[config.mk]
export PLATFORM = sky130hd
export DESIGN_NAME = sys_cmd_ctrl_flat
export DESIGN_NICKNAME = d
export VERILOG_FILES = /design/src/rtl/sys_cmd_ctrl_if.sv /design/src/rtl/sys_cmd_ctrl.sv /design/src/flat_wrapper.sv
export SDC_FILE = /design/constraint.sdc
export NUM_CORES = 1
export LEC_CHECK = 0
export ABC_AREA = 1
export BUFFER_PORTS_ARGS = -buffer_cell sky130_fd_sc_hd__buf_2
export CAP_MARGIN = 15
export CORE_UTILIZATION = 40
export CTS_CLUSTER_DIAMETER = 60
export DETAILED_ROUTE_END_ITERATION = 6
export SLEW_MARGIN = 30
export SYNTH_ARGS = -nofsm -noshare
export SYNTH_HDL_FRONTEND = slang
export SYNTH_SLANG_ARGS = --single-unit
[constraint.sdc]
create_clock -name CLK -period 1.9 [get_ports CLK]
set_clock_uncertainty 0.15 [all_clocks]
set_input_delay 0.285 -clock CLK [delete_from_list [all_inputs] [get_ports CLK]]
set_output_delay 0.285 -clock CLK [all_outputs]
set_load 0.03 [all_outputs]
[src/rtl/sys_cmd_ctrl_if.sv]
// Signal bundle between the command controller (master) and its RX, ALU, register file and TX peers (slave).
interface sys_cmd_ctrl_if #(
   parameter int DATA_WIDTH    = 8,
   parameter int ADDR_WIDTH    = 4,
   parameter int ALU_OUT_WIDTH = 16,
   parameter int FUN_WIDTH     = 4
);
   logic [DATA_WIDTH-1:0]    RX_P_DATA;
   logic                     RX_D_VLD;
   logic [ALU_OUT_WIDTH-1:0] ALU_OUT;
   logic                     OUT_Valid;
   logic [DATA_WIDTH-1:0]    RdData;
   logic                     RdData_Valid;
   logic                     Busy;
   logic                     ALU_EN;
   logic [FUN_WIDTH-1:0]     ALU_FUN;
   logic                     CLK_EN;
   logic [ADDR_WIDTH-1:0]    Address;
   logic                     WrEn;
   logic                     RdEn;
   logic [DATA_WIDTH-1:0]    WrData;
   logic [DATA_WIDTH-1:0]    TX_P_DATA;
   logic                     TX_D_VLD;
   logic                     clk_div_en;
   logic                     frame_err;

   modport master (
      input  RX_P_DATA, RX_D_VLD, ALU_OUT, OUT_Valid, RdData, RdData_Valid, Busy,
      output ALU_EN, ALU_FUN, CLK_EN, Address, WrEn, RdEn, WrData,
             TX_P_DATA, TX_D_VLD, clk_div_en, frame_err
   );

   modport slave (
      output RX_P_DATA, RX_D_VLD, ALU_OUT, OUT_Valid, RdData, RdData_Valid, Busy,
      input  ALU_EN, ALU_FUN, CLK_EN, Address, WrEn, RdEn, WrData,
             TX_P_DATA, TX_D_VLD, clk_div_en, frame_err
   );
endinterface

[src/rtl/sys_cmd_ctrl.sv]
// Byte-framed command decoder driving register-file writes/reads, ALU operations and TX replies.
// Burst read (0xEE) is compiled in only when SYS_CMD_CTRL_BURST_EN is defined.
module sys_cmd_ctrl #(
   parameter int DATA_WIDTH     = 8,
   parameter int ADDR_WIDTH     = 4,
   parameter int ALU_OUT_WIDTH  = 16,
   parameter int FUN_WIDTH      = 4,
   parameter int TIMEOUT_CYCLES = 1024
) (
   input  logic           CLK,
   input  logic           RST,
   sys_cmd_ctrl_if.master bus
);
   localparam int NBYTES = ALU_OUT_WIDTH / DATA_WIDTH;
   localparam int BCNT_W = $clog2(NBYTES + 1);
   localparam int TO_W   = $clog2(TIMEOUT_CYCLES + 1);

   localparam logic [DATA_WIDTH-1:0] CMD_WR  = DATA_WIDTH'(8'hAA);
   localparam logic [DATA_WIDTH-1:0] CMD_RD  = DATA_WIDTH'(8'hBB);
   localparam logic [DATA_WIDTH-1:0] CMD_ALU = DATA_WIDTH'(8'hCC);
   localparam logic [DATA_WIDTH-1:0] CMD_FUN = DATA_WIDTH'(8'hDD);
`ifdef SYS_CMD_CTRL_BURST_EN
   localparam logic [DATA_WIDTH-1:0] CMD_BRD = DATA_WIDTH'(8'hEE);
`endif

   typedef enum logic [3:0] {
      IDLE, GET_ADDR, GET_DATA, GET_OPA, GET_OPB, GET_FUN,
`ifdef SYS_CMD_CTRL_BURST_EN
      GET_CNT,
`endif
      RD_REQ, RD_WAIT, ALU_WAIT, TX_LOAD, TX_HI, TX_LO
   } state_t;

   typedef enum logic [1:0] {
      OP_WR, OP_RD
`ifdef SYS_CMD_CTRL_BURST_EN
      , OP_BURST
`endif
   } op_t;

   state_t                   state_q;
   op_t                      op_q;
   logic [ADDR_WIDTH-1:0]    addr_q;
   logic [DATA_WIDTH-1:0]    wrdata_q;
   logic                     wren_q;
   logic                     rden_q;
   logic                     alu_en_q;
   logic [FUN_WIDTH-1:0]     alu_fun_q;
   logic                     clk_en_q;
   logic [DATA_WIDTH-1:0]    tx_data_q;
   logic                     tx_vld_q;
   logic                     clk_div_en_q;
   logic                     frame_err_q;
   logic [ALU_OUT_WIDTH-1:0] shift_q;
   logic [BCNT_W-1:0]        bytes_left_q;
   logic [TO_W-1:0]          to_cnt_q;
`ifdef SYS_CMD_CTRL_BURST_EN
   logic [DATA_WIDTH-1:0]    burst_left_q;
`endif

   logic in_get;
   logic to_hit;

   always_comb begin
      in_get = 1'b0;
      case (state_q)
         GET_ADDR, GET_DATA, GET_OPA, GET_OPB, GET_FUN: in_get = 1'b1;
`ifdef SYS_CMD_CTRL_BURST_EN
         GET_CNT: in_get = 1'b1;
`endif
         default: in_get = 1'b0;
      endcase
   end

   // The counter only advances on silent GET_* cycles, so the last silent cycle trips it.
   assign to_hit = in_get && !bus.RX_D_VLD && (to_cnt_q == TO_W'(TIMEOUT_CYCLES - 1));

   always_ff @(posedge CLK) begin
      if (!RST) begin
         state_q      <= IDLE;
         op_q         <= OP_WR;
         addr_q       <= '0;
         wrdata_q     <= '0;
         wren_q       <= 1'b0;
         rden_q       <= 1'b0;
         alu_en_q     <= 1'b0;
         alu_fun_q    <= '0;
         clk_en_q     <= 1'b0;
         tx_data_q    <= '0;
         tx_vld_q     <= 1'b0;
         clk_div_en_q <= 1'b0;
         frame_err_q  <= 1'b0;
         shift_q      <= '0;
         bytes_left_q <= '0;
         to_cnt_q     <= '0;
`ifdef SYS_CMD_CTRL_BURST_EN
         burst_left_q <= '0;
`endif
      end else begin
         clk_div_en_q <= 1'b1;
         wren_q       <= 1'b0;
         rden_q       <= 1'b0;
         alu_en_q     <= 1'b0;
         tx_vld_q     <= 1'b0;
         frame_err_q  <= 1'b0;
         if (in_get && !bus.RX_D_VLD) to_cnt_q <= to_cnt_q + TO_W'(1);
         else                         to_cnt_q <= '0;

         if (to_hit) begin
            state_q     <= IDLE;
            frame_err_q <= 1'b1;
            to_cnt_q    <= '0;
         end else begin
            case (state_q)
               IDLE: if (bus.RX_D_VLD) begin
                  if (bus.RX_P_DATA == CMD_WR) begin
                     op_q <= OP_WR; state_q <= GET_ADDR;
                  end else if (bus.RX_P_DATA == CMD_RD) begin
                     op_q <= OP_RD; state_q <= GET_ADDR;
                  end else if (bus.RX_P_DATA == CMD_ALU) begin
                     state_q <= GET_OPA;
                  end else if (bus.RX_P_DATA == CMD_FUN) begin
                     state_q <= GET_FUN;
`ifdef SYS_CMD_CTRL_BURST_EN
                  end else if (bus.RX_P_DATA == CMD_BRD) begin
                     op_q <= OP_BURST; state_q <= GET_ADDR;
`endif
                  end
               end
               GET_ADDR: if (bus.RX_D_VLD) begin
                  addr_q <= bus.RX_P_DATA[ADDR_WIDTH-1:0];
                  case (op_q)
                     OP_WR: state_q <= GET_DATA;
`ifdef SYS_CMD_CTRL_BURST_EN
                     OP_BURST: state_q <= GET_CNT;
`endif
                     default: begin
`ifdef SYS_CMD_CTRL_BURST_EN
                        burst_left_q <= DATA_WIDTH'(1);
`endif
                        state_q <= RD_REQ;
                     end
                  endcase
               end
               GET_DATA: if (bus.RX_D_VLD) begin
                  wrdata_q <= bus.RX_P_DATA;
                  wren_q   <= 1'b1;
                  state_q  <= IDLE;
               end
               GET_OPA: if (bus.RX_D_VLD) begin
                  addr_q   <= ADDR_WIDTH'(0);
                  wrdata_q <= bus.RX_P_DATA;
                  wren_q   <= 1'b1;
                  state_q  <= GET_OPB;
               end
               GET_OPB: if (bus.RX_D_VLD) begin
                  addr_q   <= ADDR_WIDTH'(1);
                  wrdata_q <= bus.RX_P_DATA;
                  wren_q   <= 1'b1;
                  state_q  <= GET_FUN;
               end
               GET_FUN: if (bus.RX_D_VLD) begin
                  alu_fun_q <= bus.RX_P_DATA[FUN_WIDTH-1:0];
                  alu_en_q  <= 1'b1;
                  clk_en_q  <= 1'b1;
                  state_q   <= ALU_WAIT;
               end
`ifdef SYS_CMD_CTRL_BURST_EN
               GET_CNT: if (bus.RX_D_VLD) begin
                  burst_left_q <= (bus.RX_P_DATA == '0) ? DATA_WIDTH'(1) : bus.RX_P_DATA;
                  state_q      <= RD_REQ;
               end
`endif
               RD_REQ: begin
                  rden_q  <= 1'b1;
                  state_q <= RD_WAIT;
               end
               RD_WAIT: if (bus.RdData_Valid) begin
                  shift_q      <= ALU_OUT_WIDTH'(bus.RdData);
                  bytes_left_q <= BCNT_W'(1);
                  state_q      <= TX_LOAD;
               end
               ALU_WAIT: if (bus.OUT_Valid) begin
                  shift_q      <= bus.ALU_OUT;
                  bytes_left_q <= BCNT_W'(NBYTES);
                  clk_en_q     <= 1'b0;
                  state_q      <= TX_LOAD;
               end
               // Low byte goes out first; the shifter exposes the next byte each load.
               TX_LOAD: if (!bus.Busy) begin
                  tx_data_q    <= shift_q[DATA_WIDTH-1:0];
                  tx_vld_q     <= 1'b1;
                  shift_q      <= shift_q >> DATA_WIDTH;
                  bytes_left_q <= bytes_left_q - BCNT_W'(1);
                  state_q      <= TX_HI;
               end
               TX_HI: if (bus.Busy) state_q <= TX_LO;
               TX_LO: if (!bus.Busy) begin
                  if (bytes_left_q != '0) begin
                     state_q <= TX_LOAD;
`ifdef SYS_CMD_CTRL_BURST_EN
                  end else if (burst_left_q > DATA_WIDTH'(1)) begin
                     burst_left_q <= burst_left_q - DATA_WIDTH'(1);
                     addr_q       <= addr_q + ADDR_WIDTH'(1);
                     state_q      <= RD_REQ;
`endif
                  end else begin
                     state_q <= IDLE;
                  end
               end
               default: state_q <= IDLE;
            endcase
         end
      end
   end

   assign bus.ALU_EN     = alu_en_q;
   assign bus.ALU_FUN    = alu_fun_q;
   assign bus.CLK_EN     = clk_en_q;
   assign bus.Address    = addr_q;
   assign bus.WrEn       = wren_q;
   assign bus.RdEn       = rden_q;
   assign bus.WrData     = wrdata_q;
   assign bus.TX_P_DATA  = tx_data_q;
   assign bus.TX_D_VLD   = tx_vld_q;
   assign bus.clk_div_en = clk_div_en_q;
   assign bus.frame_err  = frame_err_q;
endmodule

[src/flat_wrapper.sv]
// flat-port wrapper written by rule: the top's interface ports become plain ports
module sys_cmd_ctrl_flat 
#(
   parameter int DATA_WIDTH     = 8,
   parameter int ADDR_WIDTH     = 4,
   parameter int ALU_OUT_WIDTH  = 16,
   parameter int FUN_WIDTH      = 4,
   parameter int TIMEOUT_CYCLES = 1024
)
  (CLK, RST, bus_RX_P_DATA, bus_RX_D_VLD, bus_ALU_OUT, bus_OUT_Valid, bus_RdData, bus_RdData_Valid, bus_Busy, bus_ALU_EN, bus_ALU_FUN, bus_CLK_EN, bus_Address, bus_WrEn, bus_RdEn, bus_WrData, bus_TX_P_DATA, bus_TX_D_VLD, bus_clk_div_en, bus_frame_err);
  sys_cmd_ctrl_if #(.DATA_WIDTH(DATA_WIDTH), .ADDR_WIDTH(ADDR_WIDTH), .ALU_OUT_WIDTH(ALU_OUT_WIDTH), .FUN_WIDTH(FUN_WIDTH)) bus_i ();
  input  logic CLK;
  input  logic RST;
  input wire logic [$bits(bus_i.RX_P_DATA)-1:0] bus_RX_P_DATA;
  input wire logic [$bits(bus_i.RX_D_VLD)-1:0] bus_RX_D_VLD;
  input wire logic [$bits(bus_i.ALU_OUT)-1:0] bus_ALU_OUT;
  input wire logic [$bits(bus_i.OUT_Valid)-1:0] bus_OUT_Valid;
  input wire logic [$bits(bus_i.RdData)-1:0] bus_RdData;
  input wire logic [$bits(bus_i.RdData_Valid)-1:0] bus_RdData_Valid;
  input wire logic [$bits(bus_i.Busy)-1:0] bus_Busy;
  output wire logic [$bits(bus_i.ALU_EN)-1:0] bus_ALU_EN;
  output wire logic [$bits(bus_i.ALU_FUN)-1:0] bus_ALU_FUN;
  output wire logic [$bits(bus_i.CLK_EN)-1:0] bus_CLK_EN;
  output wire logic [$bits(bus_i.Address)-1:0] bus_Address;
  output wire logic [$bits(bus_i.WrEn)-1:0] bus_WrEn;
  output wire logic [$bits(bus_i.RdEn)-1:0] bus_RdEn;
  output wire logic [$bits(bus_i.WrData)-1:0] bus_WrData;
  output wire logic [$bits(bus_i.TX_P_DATA)-1:0] bus_TX_P_DATA;
  output wire logic [$bits(bus_i.TX_D_VLD)-1:0] bus_TX_D_VLD;
  output wire logic [$bits(bus_i.clk_div_en)-1:0] bus_clk_div_en;
  output wire logic [$bits(bus_i.frame_err)-1:0] bus_frame_err;
  assign bus_i.RX_P_DATA = bus_RX_P_DATA;
  assign bus_i.RX_D_VLD = bus_RX_D_VLD;
  assign bus_i.ALU_OUT = bus_ALU_OUT;
  assign bus_i.OUT_Valid = bus_OUT_Valid;
  assign bus_i.RdData = bus_RdData;
  assign bus_i.RdData_Valid = bus_RdData_Valid;
  assign bus_i.Busy = bus_Busy;
  assign bus_ALU_EN = bus_i.ALU_EN;
  assign bus_ALU_FUN = bus_i.ALU_FUN;
  assign bus_CLK_EN = bus_i.CLK_EN;
  assign bus_Address = bus_i.Address;
  assign bus_WrEn = bus_i.WrEn;
  assign bus_RdEn = bus_i.RdEn;
  assign bus_WrData = bus_i.WrData;
  assign bus_TX_P_DATA = bus_i.TX_P_DATA;
  assign bus_TX_D_VLD = bus_i.TX_D_VLD;
  assign bus_clk_div_en = bus_i.clk_div_en;
  assign bus_frame_err = bus_i.frame_err;
  sys_cmd_ctrl #(.DATA_WIDTH(DATA_WIDTH), .ADDR_WIDTH(ADDR_WIDTH), .ALU_OUT_WIDTH(ALU_OUT_WIDTH), .FUN_WIDTH(FUN_WIDTH), .TIMEOUT_CYCLES(TIMEOUT_CYCLES)) u_core (.CLK(CLK), .RST(RST), .bus(bus_i));
endmodule
==> summary.md <==
| Metric | Value |
|---|---|
| Mapped Avg Cell Area | 7.078 sq um |
| Grt total ovfl | 0 |
| Root Buffer | clkbuf_8 |
| Met3 wire len | 272 um |
| Clock-pin slew on the worst setup and hold paths | 0.07 ns |
| Sequential area share after synthesis | 44.73% |
| Fmax | 582.1 MHz |
| Vias in the first global route | 2,573 |
| Top-area cell type share of the netlist area | 44.73% |
| Power per cell area | 1331 nW/um^2 |
| Post-CTS Resized | 0 |
| Final ANT Viol Nets | 0 |
| Synth Flop Type | dfxtp_1 |
| Nets@finish | 529 |
| Unrepaired setup endpoints after global routing | no |
| Worst Tran Pin Value | 0.3907 ns |
| Die W | 87.28 um |
| Mapped cell area | 2909 sq um |
| All-Layer GR Usage | 19.44% |
| Clock latency at the later pin of the worst-skew pair | 0.33 ns |
| Postcts setup bufs | 0 |
| WS Path Type | reg -> reg |
| # rows | 30 |
| Clock Path Buffers | 2 |
| H-tree depth reported by CTS | 3 |
| Crit share post-route | 90.42% |
| Initial antenna violation count | 0 |
| Crit end category | register |
| CP Launch Type | register |
| Filler cells | 713 |
| Final HPWL DP | 5.193 mm |
| Initial DRC Count | 129 |
| Drt total wl | 6.850 mm |
| Pre-antenna DRT Iters | 4 |
| Routed vias/inst | 4.627 |
| RD Place Congestion | 0.8886 |
| Core area | 6907 sq um |
| Worst-path fanout max | 9 |
| Post-synth net total | 451 |
| Synth area leader | dfxtp_1 |
| CTS tree | yes |
| Largest net degree at the start of global routing | 19 |
| Outcome | complete, no violations |
| Setup TNS Final | 0 ns |
| Worst Hold Class | in -> reg |
| Initial Util | 42.12% |
| EDFF count, synth | 0 |
| Drt drc | 0 |
| Uppermost layer routed | met4 |
| Sinks on Clock Net | 65 |
| Met1 WL | 3.585 mm |
| Synth area leaders | dfxtp_1 (45%), nand2_1 (9.9%), a21oi_1 (8.1%), nor2_1 (7.9%), o21ai_0 (5.0%) |
| First-pass GRT wire length | 11.53 mm |
| Area grow syn2layout | 23.14% |
| Port Buf Inserts | 68 |
| Leading cell type by number of instances after synthesis | nand2_1 |
| Total die area | 7618 sq um |
| Worst EP required | 1.97 ns |
| Die height | 87.28 um |
| CP Launch Point | u_core.state_q[0]$_SDFFE_PP0P_ |
| Post-synth ARST share | 0% |
| Hold slack final | 0.02697 ns |
| Cell count after synthesis | 411 |
| Ys Warns | 0 |
| WP data arrival | 1.79 ns |
| Synth cell count leaders | nand2_1 (77), dfxtp_1 (65), nor2_1 (61) |
| WL met2 | 2.942 mm |
| CTS buffer count | 9 |
| Slew headroom | 73.92% |
| IO Pins | 69 |
| Worst VDD drop | 0.4887 mV |
| Hold Path Origin | bus_ALU_OUT[15] |
| Share of cells above drive strength 1 | 25.30% |
| WL/cell | 11.61 um |
| Via count | 2,730 |
| Synthesis-stage register bit count | 65 |
| Crit path time final | 1.718 ns |
| Final hold violation count | 0 |
| LEAKAGE | 1.712 nW |
| Synth unique cells | 27 |
| R2R Path Start | u_core.state_q[0]$_SDFFE_PP0P_ |
| Hold Buf Count CTS | 0 |
| Number of diodes | 0 |
| Final setup vio count | 0 |
| Slew Limit Fails | 0 |
| Max-cap viol count | 0 |
[final timing paths]
check                                                        to  slack, ns  cells after the start
worst min register to register    u_core.to_cnt_q[0]$_SDFF_PP0_       0.27                      1
worst max register to register   u_core.shift_q[2]$_SDFFE_PN0P_       0.18                      9
worst min-delay path            u_core.shift_q[15]$_SDFFE_PN0P_       0.03                      3
worst max-delay path             u_core.shift_q[2]$_SDFFE_PN0P_       0.18                      9
[critical path: stages, from the launching register on]
cell and delay, ns:
dfxtp_1 0.38, buf_4 0.18, nand2_1 0.08, nor2_2 0.17
nand2_1 0.08, nand2_1 0.14, nor2_4 0.07, buf_4 0.16
o21ai_0 0.16, a21oi_1 0.06
[metal layers]
metal | vias to the layer above | global-route usage [%]
li1 | 1487 | -
met1 | 1178 | 26.81
met2 | 61 | 30.18
met3 | 4 | 3.602
met4 | 0 | 7.154
met5 | - | 0
[power breakdown]
part	leakage [nW]	internal, mW	switching (mW)
sequential	0.529	1.63	0.166
clock	0.0887	0.510	0.537
combinational	1.09	0.637	1.29
[cell usage in the layout (no fill, tap or decap)]
| cell type | n |
|---|---|
| clkinv_2 | 2 |
| dfxtp_2 | 2 |
| or2_2 | 1 |
| nand2_4 | 1 |
| o21ai_0 | 25 |
| nor3_1 | 4 |
| dfxtp_1 | 63 |
| clkbuf_8 | 10 |
| nand4_1 | 3 |
| nand2_1 | 76 |
| nand3_1 | 26 |
| o21ai_1 | 18 |
| inv_6 | 1 |
| clkinvlp_4 | 2 |
| clkinv_1 | 1 |
| nand2_2 | 6 |
| ha_2 | 1 |
| buf_2 | 68 |
| xor2_1 | 4 |
| inv_1 | 34 |
| a21oi_1 | 47 |
| buf_4 | 11 |
| buf_6 | 1 |
| nand3_2 | 1 |
| and3_1 | 1 |
| clkinv_4 | 1 |
| nor2_1 | 60 |
| nor2_4 | 3 |
| inv_2 | 8 |
| and2_1 | 1 |
| nor2_2 | 5 |
| xnor2_1 | 3 |
| ha_1 | 1 |
| nand3b_1 | 2 |
| inv_4 | 1 |
[per-stage QoR]
stage | worst slack [ns] | cell area (sq um) | power (mW) | util, % | instances
global placement | 0.1366 | 3372 | 3.685 | 48.82 | 574
floorplan | 0.2435 | 2909 | 3.262 | - | 411
CTS | 0.04454 | 3552 | 4.744 | 51.43 | 590
finish | 0.1820 | 3582 | 4.767 | 51.87 | 590
global route | 0.01058 | 3582 | 5.176 | 51.87 | 590
detailed placement | 0.06222 | 3372 | 3.686 | 48.82 | 574
[logic make-up (layout without fill, tap and decap cells)]
group	after synthesis	count (layout)	synth area share, %
simple gates	190	190	28.09
compound gates	90	90	15.48
flops	65	65	44.73
buf+inv	57	140	8.731
xor+xnor	7	7	2.108
fa+ha+maj	2	2	0.8601
[registers in the layout (all words and copies together) (netlist names), 2 cells and up]
name	count
u_core.bus.ALU_FUN	4
u_core.shift_q	16
u_core.bus.WrData	8
u_core.to_cnt_q	11
u_core.bus.Address	4
u_core.state_q	4
u_core.bytes_left_q	2
u_core.bus.TX_P_DATA	8
[final cells by class]
| cell class | count | area (sq um) | area share [%] |
|---|---|---|---|
| inverters | 44 | 167.7 | 4.680 |
| repair buffers | 80 | 434.2 | 12.12 |
| well taps | 96 | 120.1 | 3.353 |
| clock inverters | 6 | 42.54 | 1.188 |
| clock buffers | 10 | 137.6 | 3.842 |
| flip-flops and latches | 65 | 1304 | 36.40 |
| multi-input cells | 289 | 1376 | 38.42 |
Power figures use the tool's default switching activity.
